===== config.mk =====
export PLATFORM = sky130hd
export DESIGN_NAME = hazard_scoreboard_flat
export DESIGN_NICKNAME = d
export VERILOG_FILES = /design/src/rtl/hazard_scoreboard_if.sv /design/src/rtl/hazard_scoreboard.sv /design/src/flat_wrapper.sv
export SDC_FILE = /design/constraint.sdc
export NUM_CORES = 1
export LEC_CHECK = 0
export CAP_MARGIN = 15
export CORE_MARGIN = 3
export CORE_UTILIZATION = 43
export CTS_CLUSTER_DIAMETER = 50
export DETAILED_ROUTE_END_ITERATION = 7
export PLACE_DENSITY = 0.82
export SETUP_SLACK_MARGIN = 0.15
export SLEW_MARGIN = 20
export SYNTH_ARGS = -nofsm -noshare
export SYNTH_HDL_FRONTEND = slang
export SYNTH_SLANG_ARGS = --single-unit

===== constraint.sdc =====
create_clock -name clk -period 2.28 [get_ports clk]
set_clock_uncertainty 0.2 [all_clocks]
set_input_delay 0.342 -clock clk [delete_from_list [all_inputs] [get_ports clk]]
set_output_delay 0.342 -clock clk [all_outputs]
set_load 0.05 [all_outputs]

===== src/rtl/hazard_scoreboard_if.sv =====
// Decode <-> hazard unit signal bundle: decode drives the instruction fields,
// the scoreboard returns stall/forward decisions and status counters.
interface hazard_scoreboard_if #(
  parameter int REG_ADDR_W = 5,
  parameter int LAT_W      = 2,
  parameter int SEL_W      = 2
);
  logic                  issue_valid;
  logic [REG_ADDR_W-1:0] src1_addr;
  logic                  src1_used;
  logic [REG_ADDR_W-1:0] src2_addr;
  logic                  src2_used;
  logic [REG_ADDR_W-1:0] dst_addr;
  logic                  dst_we;
  logic [LAT_W-1:0]      dst_lat;
  logic                  flush;
  logic                  stall;
  logic [SEL_W-1:0]      fwd_sel1;
  logic [SEL_W-1:0]      fwd_sel2;
  logic [SEL_W-1:0]      inflight_cnt;
  logic [15:0]           stall_count;

  modport master (
    output issue_valid, src1_addr, src1_used, src2_addr, src2_used,
           dst_addr, dst_we, dst_lat, flush,
    input  stall, fwd_sel1, fwd_sel2, inflight_cnt, stall_count
  );

  modport slave (
    input  issue_valid, src1_addr, src1_used, src2_addr, src2_used,
           dst_addr, dst_we, dst_lat, flush,
    output stall, fwd_sel1, fwd_sel2, inflight_cnt, stall_count
  );
endinterface


===== src/rtl/hazard_scoreboard.sv =====
// Decode-stage hazard unit tracking in-flight writes over PIPE_DEPTH post-decode stages.
// Macro HAZARD_FWD_EN enables the bypass network; when undefined any match stalls until retire.
module hazard_scoreboard #(
  parameter int REG_ADDR_W   = 5,
  parameter int PIPE_DEPTH   = 3,
  parameter int LAT_W        = 2,
  parameter int SEL_W        = 2,
  parameter int FLUSH_STAGES = 1,
  parameter int ZERO_REG     = 1
) (
  input logic                clk,
  input logic                rst_n,
  hazard_scoreboard_if.slave hz
);

  logic [PIPE_DEPTH-1:0] valid_q, valid_d;
  logic [REG_ADDR_W-1:0] dest_q [PIPE_DEPTH];
  logic [REG_ADDR_W-1:0] dest_d [PIPE_DEPTH];
  logic [SEL_W-1:0]      inflight_q, inflight_d;
  logic [15:0]           stall_count_q, stall_count_d;

  logic [REG_ADDR_W-1:0] src_addr [2];
  logic [1:0]            src_used;
  logic [1:0]            src_haz;
  logic [SEL_W-1:0]      src_sel [2];
  logic                  stall;
  logic                  issue;

  assign src_addr[0] = hz.src1_addr;
  assign src_addr[1] = hz.src2_addr;
  assign src_used    = {hz.src2_used, hz.src1_used};

`ifdef HAZARD_FWD_EN
  logic [LAT_W-1:0] rdy_q [PIPE_DEPTH];
  logic [LAT_W-1:0] rdy_d [PIPE_DEPTH];
`else
  logic unused_lat;
  assign unused_lat = ^hz.dst_lat;
`endif

  // Scan oldest to youngest so the youngest matching stage overwrites the result.
  always_comb begin
    for (int s = 0; s < 2; s++) begin
      src_haz[s] = 1'b0;
      src_sel[s] = '0;
      if (src_used[s] && !((ZERO_REG != 0) && (src_addr[s] == '0))) begin
        for (int k = PIPE_DEPTH - 1; k >= 0; k--) begin
          if (valid_q[k] && (dest_q[k] == src_addr[s])) begin
`ifdef HAZARD_FWD_EN
            src_haz[s] = (rdy_q[k] != '0);
            src_sel[s] = SEL_W'(k + 1);
`else
            src_haz[s] = 1'b1;
`endif
          end
        end
      end
    end
  end

  assign stall = hz.issue_valid & (|src_haz) & ~hz.flush;
  assign issue = hz.issue_valid & ~stall & ~hz.flush;

  always_comb begin
    valid_d[0] = issue & hz.dst_we & ((hz.dst_addr != '0) | (ZERO_REG == 0));
    dest_d[0]  = hz.dst_addr;
    for (int k = 1; k < PIPE_DEPTH; k++) begin
      valid_d[k] = valid_q[k-1];
      dest_d[k]  = dest_q[k-1];
    end
    // Flush kills whatever would land in the youngest stages, new issue included.
    for (int k = 0; k < PIPE_DEPTH; k++) begin
      if (hz.flush && (k < FLUSH_STAGES)) valid_d[k] = 1'b0;
    end
    inflight_d = '0;
    for (int k = 0; k < PIPE_DEPTH; k++) begin
      inflight_d = inflight_d + SEL_W'(valid_d[k]);
    end
    stall_count_d = (stall && (stall_count_q != 16'hFFFF)) ? stall_count_q + 16'd1
                                                           : stall_count_q;
  end

`ifdef HAZARD_FWD_EN
  always_comb begin
    if (hz.dst_lat == '0)                  rdy_d[0] = '0;
    else if (int'(hz.dst_lat) > PIPE_DEPTH) rdy_d[0] = LAT_W'(PIPE_DEPTH - 1);
    else                                    rdy_d[0] = hz.dst_lat - LAT_W'(1);
    for (int k = 1; k < PIPE_DEPTH; k++) begin
      rdy_d[k] = (rdy_q[k-1] == '0) ? '0 : rdy_q[k-1] - LAT_W'(1);
    end
  end

  always_ff @(posedge clk or negedge rst_n) begin
    if (!rst_n) begin
      for (int k = 0; k < PIPE_DEPTH; k++) rdy_q[k] <= '0;
    end else begin
      for (int k = 0; k < PIPE_DEPTH; k++) rdy_q[k] <= rdy_d[k];
    end
  end
`endif

  always_ff @(posedge clk or negedge rst_n) begin
    if (!rst_n) begin
      valid_q       <= '0;
      inflight_q    <= '0;
      stall_count_q <= '0;
      for (int k = 0; k < PIPE_DEPTH; k++) dest_q[k] <= '0;
    end else begin
      valid_q       <= valid_d;
      inflight_q    <= inflight_d;
      stall_count_q <= stall_count_d;
      for (int k = 0; k < PIPE_DEPTH; k++) dest_q[k] <= dest_d[k];
    end
  end

  assign hz.stall        = stall;
  assign hz.fwd_sel1     = src_sel[0];
  assign hz.fwd_sel2     = src_sel[1];
  assign hz.inflight_cnt = inflight_q;
  assign hz.stall_count  = stall_count_q;

endmodule

===== src/flat_wrapper.sv =====
// flat-port wrapper written by rule: the top's interface ports become plain ports
module hazard_scoreboard_flat 
#(
  parameter int REG_ADDR_W   = 5,
  parameter int PIPE_DEPTH   = 3,
  parameter int LAT_W        = 2,
  parameter int SEL_W        = 2,
  parameter int FLUSH_STAGES = 1,
  parameter int ZERO_REG     = 1
)
  (clk, rst_n, hz_issue_valid, hz_src1_addr, hz_src1_used, hz_src2_addr, hz_src2_used, hz_dst_addr, hz_dst_we, hz_dst_lat, hz_flush, hz_stall, hz_fwd_sel1, hz_fwd_sel2, hz_inflight_cnt, hz_stall_count);
  hazard_scoreboard_if #(.REG_ADDR_W(REG_ADDR_W), .LAT_W(LAT_W), .SEL_W(SEL_W)) hz_i ();
  input logic clk;
  input logic rst_n;
  input wire logic [$bits(hz_i.issue_valid)-1:0] hz_issue_valid;
  input wire logic [$bits(hz_i.src1_addr)-1:0] hz_src1_addr;
  input wire logic [$bits(hz_i.src1_used)-1:0] hz_src1_used;
  input wire logic [$bits(hz_i.src2_addr)-1:0] hz_src2_addr;
  input wire logic [$bits(hz_i.src2_used)-1:0] hz_src2_used;
  input wire logic [$bits(hz_i.dst_addr)-1:0] hz_dst_addr;
  input wire logic [$bits(hz_i.dst_we)-1:0] hz_dst_we;
  input wire logic [$bits(hz_i.dst_lat)-1:0] hz_dst_lat;
  input wire logic [$bits(hz_i.flush)-1:0] hz_flush;
  output wire logic [$bits(hz_i.stall)-1:0] hz_stall;
  output wire logic [$bits(hz_i.fwd_sel1)-1:0] hz_fwd_sel1;
  output wire logic [$bits(hz_i.fwd_sel2)-1:0] hz_fwd_sel2;
  output wire logic [$bits(hz_i.inflight_cnt)-1:0] hz_inflight_cnt;
  output wire logic [$bits(hz_i.stall_count)-1:0] hz_stall_count;
  assign hz_i.issue_valid = hz_issue_valid;
  assign hz_i.src1_addr = hz_src1_addr;
  assign hz_i.src1_used = hz_src1_used;
  assign hz_i.src2_addr = hz_src2_addr;
  assign hz_i.src2_used = hz_src2_used;
  assign hz_i.dst_addr = hz_dst_addr;
  assign hz_i.dst_we = hz_dst_we;
  assign hz_i.dst_lat = hz_dst_lat;
  assign hz_i.flush = hz_flush;
  assign hz_stall = hz_i.stall;
  assign hz_fwd_sel1 = hz_i.fwd_sel1;
  assign hz_fwd_sel2 = hz_i.fwd_sel2;
  assign hz_inflight_cnt = hz_i.inflight_cnt;
  assign hz_stall_count = hz_i.stall_count;
  hazard_scoreboard #(.REG_ADDR_W(REG_ADDR_W), .PIPE_DEPTH(PIPE_DEPTH), .LAT_W(LAT_W), .SEL_W(SEL_W), .FLUSH_STAGES(FLUSH_STAGES), .ZERO_REG(ZERO_REG)) u_core (.clk(clk), .rst_n(rst_n), .hz(hz_i));
endmodule

Word-level counts from Yosys, hierarchy flattened
Cells that the tools add are included.
{ "totals": {"mem_bits_rw": 0, "elab_cells": 48, "memories": 0, "mem_bits_ro": 0, "output_inout_bits": 23, "ff_bits": 36, "latchBits": 0} }
{ "classes": {"order_cmp": 0, "n_shift": 0, "n_eq_ne": 7, "n_mul": 0, "n_mux": 9, "bitwise_logic": 8, "n_div": 0, "reduce_logical": 15, "n_addsub": 3} }
{ "ops": {"columns": ["cell", "n"], "rows": [
  ["5-bit equality test", 6],
  ["16-bit by 1-bit adder with 16-bit output (second input constant)", 1],
  ["16-bit inequality test (second input constant)", 1],
  ["5-bit logical NOT", 2],
  ["1-bit logical AND", 9],
  ["1-bit two-way mux", 9],
  ["1-bit bitwise AND", 6],
  ["5-bit nonzero test", 1],
  ["1-bit by 1-bit adder with 2-bit output", 1],
  ["2-bit by 1-bit adder with 2-bit output", 1],
  ["1-bit logical NOT", 2],
  ["1-bit NOT", 2],
  ["2-bit OR reduction", 1]
]} }

Logic depth before layout (Yosys ltp)
{ "logic_depth": {"depth_word": 17, "depth_mapped": 9, "mapped_depth_nobuf": 8} }

Worst setup path after synthesis
OpenSTA, ideal clock, no wires.
{ "synth_path": {"kind": "register to output", "start": "reg u_core.dest_q, in the netlist u_core.dest_d[2]", "end": "out hz_stall", "t_required_ns": 1.738, "arrival_time_ns": 1.883, "n_path_buf": 0, "path_stages_with_launch": 7, "slack_ns": -0.145, "path_cell_list": "dfrtp_1 xor2_1 nor4_1 nand3_1 a31oi_1 nor2_1 nor2_1"} }
{ "synth_via": {"elab_chain_cells": 8, "word_cells_on_any_way": 13, "cone_classes": "eq/ne: 2; mux: 6; bitwise: 2; reduce/logical: 3"} }
{ "synth_lines": {"columns": ["element", "line_no", "rtl"], "rows": [
  ["from (decl)", "hazard_scoreboard.sv:17", "logic [REG_ADDR_W-1:0] dest_q [PIPE_DEPTH];"],
  ["5-bit equality test", "hazard_scoreboard.sv:48", "if (valid_q[k] && (dest_q[k] == src_addr[s])) begin"],
  ["1-bit logical AND", "hazard_scoreboard.sv:48", null],
  ["1-bit two-way mux (2 in series)", "hazard_scoreboard.sv:48", null],
  ["1-bit two-way mux", "hazard_scoreboard.sv:46", "if (src_used[s] && !((ZERO_REG != 0) && (src_addr[s] == '0))) begin"],
  ["2-bit OR reduction *", "hazard_scoreboard.sv:61", "assign stall = hz.issue_valid & (|src_haz) & ~hz.flush;"],
  ["1-bit bitwise AND * (2 in series)", "hazard_scoreboard.sv:61", null],
  ["to (decl)", "flat_wrapper.sv:24", "output wire logic [$bits(hz_i.stall)-1:0] hz_stall;"]
]} }
Mark *: on every way between the ends. The rest lies on a longest branch, timed or not.

Final worst setup path
{ "layout_path": {"start": "reg u_core.dest_q, in the netlist u_core.dest_d[8]", "end": "out hz_stall"} }
{ "layout_via": {"elab_chain_cells": 7, "word_cells_on_any_way": 11, "cone_classes": "eq/ne: 2; mux: 4; bitwise: 2; reduce/logical: 3"} }
{ "layout_lines": {"columns": ["element", "line_no"], "rows": [
  ["5-bit equality test", "hazard_scoreboard.sv:48"],
  ["1-bit logical AND", "hazard_scoreboard.sv:48"],
  ["1-bit two-way mux", "hazard_scoreboard.sv:48"],
  ["1-bit two-way mux", "hazard_scoreboard.sv:46"],
  ["2-bit OR reduction *", "hazard_scoreboard.sv:61"],
  ["1-bit bitwise AND * (2 in series)", "hazard_scoreboard.sv:61"]
]} }
Marks and branches as above.

==> impl_results.md <==
- Status: finished, violations left
- Failing checks: setup timing
- Int Pwr: 0.001029 W
- Critical Path Start Type: flip-flop
- Syn avg cell area: 12.60 sq um
- Grt ovf: 0
- Min cycle time layout: 2.614 ns
- Comb pwr share: 14.6%
- Core ar.: around 0.0038 sq mm
- Via density: between 5 and 6
- Critical Path AT: between 2 and 2.5 ns
- DR WL/cell: 17.10 microns
- WS Path Type: reg -> out
- Antenna violations before repair: 0
- P per Cell Area: about 520 mW/mm^2
- Vias in the first global route: 1,390
- Port-buffer cells: 40
- Clock Sinks: 36
- Die outline height: 70.28 microns
- PnR worst setup slack: -0.3339 ns
- Critical Path End Type: primary output
- Residual DRC: 0
- Psw: around 0.00035 W
- Slew @ Worst Pin: 0.5184 ns
- Final cell count without fillers: 259
- Worst-path clk slew: 0.07 ns
- Final Hold Vio Count: 0
- Post-Syn Area: 0.001777 sq mm
- CTS tree: done
- FF+latch count, synth: 36
- EDFF count, synth: 0
- GPL Wtd Cong: 0.8598
- Sequential power share: 49.8%
- Initial Utilization: 46.44%
- CTS max path bufs: 2
- Ys Warns: 0
- CTS Root Cell: clkbuf_8
- Layout cells sized above 1: about a third
- Hold Path Class: reg -> reg
- DRT Pass-1 Iters: 4
- Std cell rows: 22
- H-Tree Level Count: 2
- Commonest non-fill, non-tap cells in the layout: dfrtp_1, xor2_1, clkdlybuf4s50_1, buf_4, xnor2_1
- DIE WIDTH: between 70 and 80 microns
- Commonest non-fill, non-tap cell in the layout: dfrtp_1
- Unrepaired setup endpoints after global routing: yes
- Post-synth cell types: 32
- DRT iter0 DRCs: 107
- All-Layer GR Usage: 17.71%
- Synthesized instance count: 141
- Worst slew margin: 65.33%
- FMAX: 382.6 MHz
- CP max FO: 3
- WP data required: 1.74 ns
- Placed instance count: 243
- Ys flop type: dfrtp_1
- Largest net degree at the start of global routing: 37
- Fin. max-slew vios: 0
- Area Growth Syn to Fin: 50.42%
- Hpwl dp: 2.847 mm
- Final worst-path cycle share: 114.6%
- WL final: 4.429 mm
- Switching part of the total: 25.55%
- Routed vias: around 1,300
- Fraction of registers with async set/reset: between 90% and 100%
- Sequential share of the synthesized area: 50.70%
- VDD IR max: 545.6 uV
- Clock power frac: a little over a third
- Final setup violation count: 19
- Min Hold Slack: 0.2408 ns
- Die ar.: 0.004939 sq mm
- I/O pin count: 47
- Max Cap Viol: 0
- Remaining antenna violation count: 0
- CTS buffer count: 5
- First-pass GRT wire length: around 6.8 mm
- Final nets: 236
- Worst-skew pair later-pin latency: 0.28 ns
- N_diodes: 0
- P_leak: 1.306 nW
[timing repair]
item,CTS,global route
gates resized for setup,27,21
gates cloned,1,0
pin swaps,17,25
hold endpoints to repair,0,0
endpoints found under the setup margin,19,26
buffers inserted,5,2
hold buffers,0,0
[per-layer routing]
layer / GRT usage [%] / part of all wire [%] / vias to the layer above
li1: - / - / 619
met1: 23.30 / 43 / 635
met2: 28.48 / 49 / 42
met3: 4.892 / 5.6 / 10
met4: 5.106 / 2.4 / 0
met5: 0 / 0 / -
[worst max-delay path, cell delays in order, from the launching register on]
cell	delay, ns
dfrtp_1	0.43
xor2_1	0.18
nor4_1	0.36
nand3_1	0.17
a31oi_2	0.22
nor2_2	0.08
nor2_2	0.19
buf_12	0.16
[cell type report]
type,instances,area [sq um]
multi-input combinational,104,982.2
clock buffer,8,100.1
tap,48,60.06
sequential,36,908.4
fill,241,1154
timing repair buffer,63,621.8
[cell families (layout without fill, tap and decap cells)]
group           count (synthesis)  in the layout  synth area share [%]
compound gates                  6              7                 3.028
xor+xnor                       45             45                 23.03
fa+ha+maj                       2              2                 1.831
buf+inv                         5             71                 2.817
flops                          36             36                 50.70
mux                             1              1                0.6338
other cells                     1              4                0.2111
simple gates                   45             45                 17.75
[power by group through the flow]
stage / clock (W) / combinational, W / sequential, W
detailed placement: 0 / 0.000195 / 0.000701
finish: 0.000491 / 0.000202 / 0.000689
global placement: 0 / 0.000192 / 0.000699
floorplan: 0 / 0.0000768 / 0.000719
CTS: 0.000500 / 0.000198 / 0.000689
global route: 0.000534 / 0.000217 / 0.000692
[registers in the layout, indices dropped and copies added (netlist names)]
| signal | flops |
|---|---|
| u_core.hz.stall_count | 16 |
| u_core.dest_d | 10 |
| u_core.hz.inflight_cnt | 2 |
| u_core.dest_q | 5 |
| u_core.valid_q | 3 |
[cells in the mapped netlist (2+ instances only)]
cell | instances | area share (%)
dfrtp_1 | 36 | 51
xor2_1 | 27 | 13
xnor2_1 | 16 | 7.9
nand3_1 | 7 | 2.0
nand2_1 | 5 | 1.1
nand3_2 | 5 | 2.8
nor2_1 | 5 | 1.1
and3_1 | 4 | 1.4
buf_4 | 4 | 1.7
nor4_1 | 4 | 1.4
or4_1 | 3 | 1.3
a31oi_1 | 2 | 0.70
and4_4 | 2 | 1.3
nand4_1 | 2 | 0.70
nor4_2 | 2 | 1.4
[metrics by stage]
step                total power, W  util (%)  setup WS [ns]  instance area, sq um  TNS [ns]
global placement         0.0008906     62.07        -0.4889                  2375    -7.976
global route              0.001443     69.85        -0.4283                  2673    -5.991
floorplan                0.0007962         -        0.06555                  1834         0
detailed placement       0.0008957     62.07        -0.5209                  2375    -8.814
finish                    0.001382     69.85        -0.3339                  2673    -3.985
CTS                       0.001388     67.14        -0.2186                  2569    -1.234
[worst paths after layout]
kind | slack [ns] | from | cells after the start | to
max | -0.33 | u_core.dest_d[8] | 7 | hz_stall
min | 0.24 | u_core.dest_d[6] | 0 | u_core.dest_d[1]
max reg2reg | -0.27 | u_core.dest_d[8] | 8 | u_core.hz.inflight_cnt[0]
min reg2reg | 0.24 | u_core.dest_d[6] | 0 | u_core.dest_d[1]
max in group asynchronous | 1.27 | rst_n | 2 | u_core.hz.stall_count[0]
min in group asynchronous | 0.27 | rst_n | 2 | u_core.hz.stall_count[6]
Power figures use the tool's default switching activity.
